[src/rtl/slowlink_pkg.sv]
// Shared types and constants for the slow-link receive path.
package slowlink_pkg;

    typedef enum logic [1:0] {IDLE, LEN, PAYLOAD, CHK} frame_state_t;

    localparam logic [7:0] K28_5        = 8'hBC;
    localparam int         MAX_LEN      = 64;
    localparam int         LOCK_COMMAS  = 4;
    localparam int         ERR_LIMIT    = 3;
    localparam int         TIMEOUT_CLKS = 2000;

    localparam int GC_W  = $clog2(LOCK_COMMAS + 1);
    localparam int EC_W  = $clog2(ERR_LIMIT + 1);
    localparam int WD_W  = $clog2(TIMEOUT_CLKS + 1);
    localparam int REM_W = $clog2(MAX_LEN + 1);

    localparam logic [GC_W-1:0] GC_MAX    = GC_W'(LOCK_COMMAS);
    localparam logic [EC_W-1:0] EC_MAX    = EC_W'(ERR_LIMIT);
    localparam logic [WD_W-1:0] WD_MAX    = WD_W'(TIMEOUT_CLKS);
    localparam logic [7:0]      MAX_LEN_B = 8'(MAX_LEN);

endpackage

[src/rtl/slowlink_link_monitor.sv]
// Link lock tracker: good-comma counter, consecutive-error counter, word watchdog.
// link_up_o registered 1 clk after the deciding tick; link_drop_o is the same-cycle falling edge; no backpressure.
module slowlink_link_monitor
    import slowlink_pkg::*;
(
    input  logic clk,
    input  logic reset,
    input  logic word_tick_i,
    input  logic comma_i,
    input  logic error_i,
    output logic link_up_o,
    output logic link_drop_o
);

    logic [GC_W-1:0] gc_q, gc_d;
    logic [EC_W-1:0] ec_q, ec_d;
    logic [WD_W-1:0] wd_q, wd_d;
    logic            link_up_q, link_up_d;

    always_comb begin
        gc_d      = gc_q;
        ec_d      = ec_q;
        wd_d      = wd_q;
        link_up_d = link_up_q;
        if (word_tick_i) begin
            wd_d = '0;
            if (error_i) begin
                gc_d = '0;
                if (ec_q != EC_MAX) ec_d = ec_q + 1'b1;
                if (ec_d == EC_MAX) link_up_d = 1'b0;
            end else begin
                ec_d = '0;
                if (comma_i) begin
                    if (gc_q != GC_MAX) gc_d = gc_q + 1'b1;
                    if (gc_d == GC_MAX) link_up_d = 1'b1;
                end
            end
        end else begin
            if (wd_q != WD_MAX) wd_d = wd_q + 1'b1;
            // A starved link must re-earn lock from scratch.
            if (wd_d == WD_MAX) begin
                link_up_d = 1'b0;
                gc_d      = '0;
            end
        end
    end

    always_ff @(posedge clk) begin
        if (reset) begin
            gc_q      <= '0;
            ec_q      <= '0;
            wd_q      <= '0;
            link_up_q <= 1'b0;
        end else begin
            gc_q      <= gc_d;
            ec_q      <= ec_d;
            wd_q      <= wd_d;
            link_up_q <= link_up_d;
        end
    end

    assign link_up_o   = link_up_q;
    assign link_drop_o = link_up_q & ~link_up_d;

endmodule

[src/rtl/slowlink_frame_rx.sv]
// Slow-link frame parser: SOF/LEN/payload/CHK extraction, payload byte stream, good/abort flag.
// All outputs registered 1 clk after word_tick_i (watchdog abort needs no tick); no backpressure.
module slowlink_frame_rx
    import slowlink_pkg::*;
(
    input  logic        clk,
    input  logic        reset,
    input  logic        word_tick_i,
    input  logic [7:0]  data_i,
    input  logic        comma_i,
    input  logic        error_i,
    output logic        byte_valid_o,
    output logic [7:0]  byte_o,
    output logic        sof_o,
    output logic        frame_end_o,
    output logic        frame_ok_o,
    output logic        link_up_o,
    output logic [15:0] err_count_o
);

    logic link_up, link_drop;

    slowlink_link_monitor u_link_mon (
        .clk         (clk),
        .reset       (reset),
        .word_tick_i (word_tick_i),
        .comma_i     (comma_i),
        .error_i     (error_i),
        .link_up_o   (link_up),
        .link_drop_o (link_drop)
    );

    frame_state_t     state_q, state_d;
    logic [7:0]       sum_q, sum_d;
    logic [REM_W-1:0] rem_q, rem_d;
    logic             first_q, first_d;
    logic             byte_valid_q, byte_valid_d;
    logic [7:0]       byte_q, byte_d;
    logic             sof_q, sof_d;
    logic             frame_end_q, frame_end_d;
    logic             frame_ok_q, frame_ok_d;
    logic [15:0]      err_count_q, err_count_d;

    logic       is_sof, len_ok;
    logic [7:0] chk_sum;

    assign is_sof  = comma_i && (data_i == K28_5) && !error_i;
    assign len_ok  = (data_i != 8'd0) && (data_i <= MAX_LEN_B);
    assign chk_sum = sum_q + data_i;

    always_comb begin
        state_d      = state_q;
        sum_d        = sum_q;
        rem_d        = rem_q;
        first_d      = first_q;
        byte_valid_d = 1'b0;
        byte_d       = byte_q;
        sof_d        = 1'b0;
        frame_end_d  = 1'b0;
        frame_ok_d   = 1'b0;
        err_count_d  = err_count_q;

        if (word_tick_i && error_i && (err_count_q != 16'hFFFF))
            err_count_d = err_count_q + 16'd1;

        if ((state_q != IDLE) && link_drop) begin
            frame_end_d = 1'b1;
            state_d     = IDLE;
        end else if (word_tick_i) begin
            // Errors and commas inside a frame abort it; a clean K28.5 restarts at once.
            if ((state_q != IDLE) && (error_i || comma_i)) begin
                frame_end_d = 1'b1;
                state_d     = is_sof ? LEN : IDLE;
                sum_d       = 8'd0;
            end else begin
                case (state_q)
                    IDLE: begin
                        if (link_up && is_sof) begin
                            state_d = LEN;
                            sum_d   = 8'd0;
                        end
                    end
                    LEN: begin
                        if (len_ok) begin
                            rem_d   = REM_W'(data_i);
                            sum_d   = sum_q + data_i;
                            first_d = 1'b1;
                            state_d = PAYLOAD;
                        end else begin
                            frame_end_d = 1'b1;
                            state_d     = IDLE;
                        end
                    end
                    PAYLOAD: begin
                        byte_valid_d = 1'b1;
                        byte_d       = data_i;
                        sof_d        = first_q;
                        first_d      = 1'b0;
                        sum_d        = sum_q + data_i;
                        rem_d        = rem_q - 1'b1;
                        if (rem_q == REM_W'(1)) state_d = CHK;
                    end
                    CHK: begin
                        frame_end_d = 1'b1;
                        frame_ok_d  = (chk_sum == 8'h00);
                        state_d     = IDLE;
                    end
                    default: state_d = IDLE;
                endcase
            end
        end
    end

    always_ff @(posedge clk) begin
        if (reset) begin
            state_q      <= IDLE;
            sum_q        <= 8'd0;
            rem_q        <= '0;
            first_q      <= 1'b0;
            byte_valid_q <= 1'b0;
            byte_q       <= 8'd0;
            sof_q        <= 1'b0;
            frame_end_q  <= 1'b0;
            frame_ok_q   <= 1'b0;
            err_count_q  <= 16'd0;
        end else begin
            state_q      <= state_d;
            sum_q        <= sum_d;
            rem_q        <= rem_d;
            first_q      <= first_d;
            byte_valid_q <= byte_valid_d;
            byte_q       <= byte_d;
            sof_q        <= sof_d;
            frame_end_q  <= frame_end_d;
            frame_ok_q   <= frame_ok_d;
            err_count_q  <= err_count_d;
        end
    end

    assign byte_valid_o = byte_valid_q;
    assign byte_o       = byte_q;
    assign sof_o        = sof_q;
    assign frame_end_o  = frame_end_q;
    assign frame_ok_o   = frame_ok_q;
    assign link_up_o    = link_up;
    assign err_count_o  = err_count_q;

endmodule

[config.mk]
export PLATFORM = sky130hd
export DESIGN_NAME = slowlink_frame_rx
export DESIGN_NICKNAME = d
export VERILOG_FILES = /design/src/rtl/slowlink_pkg.sv /design/src/rtl/slowlink_link_monitor.sv /design/src/rtl/slowlink_frame_rx.sv
export SDC_FILE = /design/constraint.sdc
export NUM_CORES = 1
export LEC_CHECK = 0
export BUFFER_PORTS_ARGS = -buffer_cell sky130_fd_sc_hd__buf_2
export CORE_UTILIZATION = 38
export DETAILED_ROUTE_END_ITERATION = 12
export PLACE_DENSITY = 0.64
export REMOVE_ABC_BUFFERS = 1
export SLEW_MARGIN = 20
export SYNTH_ARGS = -nofsm -noshare
export SYNTH_HDL_FRONTEND = slang
export SYNTH_SLANG_ARGS = --single-unit
[constraint.sdc]
create_clock -name clk -period 5.75 [get_ports clk]
set_input_delay 1.15 -clock clk [delete_from_list [all_inputs] [get_ports clk]]
set_output_delay 1.15 -clock clk [all_outputs]
set_load 0.03 [all_outputs]
==> qor.yml <==
floorplan:
  core_sq_um: 8890
  io_pins: 42
  start_util_pct: 40.0
  fp.dieArea_sq_um: 9760
  die_w_um: 98.8
  die_h_um: 98.8
  num_rows: 34
critical_path:
  cpLargestDelayFamily: "compound AO/OA/AOI/OAI gates"
  critPathBufInv: 1
  crit_fanout: 13
  r2r_cells: 8
  criticalPathCategory: "input port to flip-flop"
  arrival_ns: 3.32
  slowest_stage: "a31oi_1"
  endpoint_kind: "flip-flop"
  path_depth: 7
  cp.required_ns: 5.98
  critical_path.cell_chain: "buf_2 -> o21bai_1 -> nand3_1 -> a31oi_1 -> o21ai_0 -> a22oi_1 -> nor2_1"
  cpPeakStageDelay_ns: 0.72
  critPathLaunchType: "input port"
synth:
  synth-compound-area-share_pct: 15.9
  synthAdderAreaFrac_pct: 6.89
  yosysWarnings: 0
  netlist_area_sq_um: 3560
  yosys.area_share.simple_pct: 25.7
  synth_xor_area_share_pct: 7.63
  yosysTopAreaCell: "dfxtp_1"
  synth-edff-count: 0
  yosysMostFrequentCell: "dfxtp_1"
  synth_commonest_cells: "63 x dfxtp_1, 54 x nor2_1, 22 x nand2_1, 19 x a21oi_1, 19 x nand3_1"
  synth_top_area_share_pct: 35.4
  synth-main-ff-cell: "dfxtp_1"
  ys_top_cells_by_area: "dfxtp_1 35%, ha_1 6.3%, nor2_1 5.7%"
  seq_area_frac_synth_pct: 35.4
  synth_top_family_by_area: "simple AND/OR/NAND/NOR gates"
  synthArstFlopShare_pct: 0
  ys_ff_latch: 63
  synthMuxAreaShare_pct: 4.85
  ys_types: 69
  synth_area_per_cell_sq_um: 8.70
  postSynthCellCount: 409
timing:
  skew_ns: 0.0103
  hold_viol_final: 0
  finalMaxSlewViolations: 0
  worst_slew_pin_slew_ns: 0.938
  tns_ns: 0
  rsz0062_at_grt: "no"
  setup_violations: 0
  holdWs_ns: 0.469
  min_period_ns: 3.09
  min_period_over_period_pct: 53.8
  slew_headroom_pct: 37.5
  fmaxAchievable_ghz: 0.323
min_path:
  hold_class: "flip-flop to flip-flop"
  hold_path_depth: 1
route:
  vias_per_cell: 5.42
  wl_mm: 7.87
  drc: 0
  wl_per_cell_um: 14.1
  drtIter0Drc: 191
  final_antenna_net_count: 0
  vias: 3027
  first_pass_iters: 4
global_routing:
  grt_pass1_wl_mm: 13.6
  grt-ovfl-total: 0
  grt_pass1_vias: 2919
  antenna_found_initial: 0
  grt_max_degree: 50
  grt_usage_pct: 17.5
clock_tree:
  hold_buffers: 0
  root_buffer: "clkbuf_8"
  cts_sinks: 63
  clk_path_buf_depth: 2
  cts-htree-levels: 3
  tritoncts: "done"
  clock_latency_ns: 0.36
  cts_made_buffers: 9
  clk_pin_slew_worst_paths_ns: 0.07
  cts_setup_buffers: 0
  cts_resized: 0
pwr:
  combPwrFrac_pct: 5.3
  p_clk_share_pct: 47.8
  p_seq_share_pct: 46.9
  power_density_nw_per_um2: 231
  p_sw_share_pct: 24.2
  leakagePower_uw: 0.00160
  intPower_uw: 713
  peakVddDrop_v: 0.000119
  p_sw_uw: 227
layout:
  diodes: 0
  finish.utilization_pct: 45.7
  drive_above_1_share_pct: 17.1
  fin_nets: 478
  area_delta_synth_final_pct: 14.2
job:
  cap_violations: 0
placement:
  io_buffers: 41
  place_congestion: 0.826
  dp_hpwl_mm: 5.57
outcome:
  status: "finished clean"
## power groups by stage
stage               clock network (uW)  logic (uW)  registers [uW]
finish                             450        49.4             442
global placement                     0        48.5             452
global route                       477        54.9             442
floorplan                            0        23.8             453
detailed placement                   0        49.3             452
CTS                                457        49.6             442
## state kept, by name (all words and copies together), names as in the netlist, 2 cells and up
| signal | cells |
|---|---|
| byte_o | 8 |
| err_count_o | 16 |
| rem_q | 7 |
| state_q | 2 |
| sum_q | 8 |
| u_link_mon.ec_q | 2 |
| u_link_mon.gc_q | 3 |
| u_link_mon.wd_q | 11 |
## per-layer routing
metal / global-route usage, % / part of all wire [%] / vias to the layer above
met2: 28.9 / 47 / 61
li1: - / - / 1544
met5: 0 / 0 / -
met3: 2.98 / 3.7 / 11
met1: 22.0 / 47 / 1411
met4: 8.84 / 1.8 / 0
## final timing paths
path / endpoint / startpoint / slack (ns)
setup / recovery: rem_q[2] / error_i / 2.66
hold / removal: sof_o / first_q / 0.47
setup reg to reg: rem_q[2] / state_q[0] / 3.21
hold reg to reg: sof_o / first_q / 0.47
## layout by cell type, fill, tap and decap left out, types with 3 or more instances in the layout
cell type,count
a22oi_1,3
nand4_1,12
buf_2,41
o2111ai_1,3
o21ai_0,17
and2_1,3
ha_1,18
and3_1,9
nor3_1,10
a21oi_1,19
nand2_1,22
o211ai_1,3
dfxtp_1,63
clkbuf_8,10
and4_1,3
nand3_1,19
nor2b_1,4
nand3b_1,3
o21ai_1,3
mux2i_1,15
inv_1,14
nand4b_1,3
nand2b_1,9
nor4_1,4
xor2_1,16
nor2_1,54
xnor2_1,15
a31oi_1,3
## cell type report
type,count,area [sq um]
fillers,867,4830
multi-input cells,315,2170
flip-flops and latches,63,1260
repair buffers,42,213
clock buffers,10,138
well taps,108,135
clock inverters,6,92.6
inverters,15,56.3
## per-stage QoR
| stage | total power, uW | worst slack [ns] | instance area (sq um) | std cells |
|---|---|---|---|---|
| 3_3_place_gp | 500 | 2.31 | 3830 | 543 |
| 6_report | 941 | 2.66 | 4070 | 559 |
| 5_1_grt | 974 | 2.44 | 4070 | 559 |
| 2_1_floorplan | 477 | 2.90 | 3490 | 393 |
| 3_5_place_dp | 501 | 2.27 | 3830 | 543 |
| 4_1_cts | 948 | 2.67 | 4070 | 559 |
## cells by family (layout without fill, tap and decap cells)
logic type               count (synthesis)  after routing
AO/OA/AOI/OAI                           77             77
buffers and inverters                   31             73
multiplexers                            17             17
adder cells (fa/ha/maj)                 19             19
flip-flops                              63             63
XOR/XNOR                                31             31
AND/OR/NAND/NOR                        171            171
Note: power is estimated with default switching activity, not from simulation.
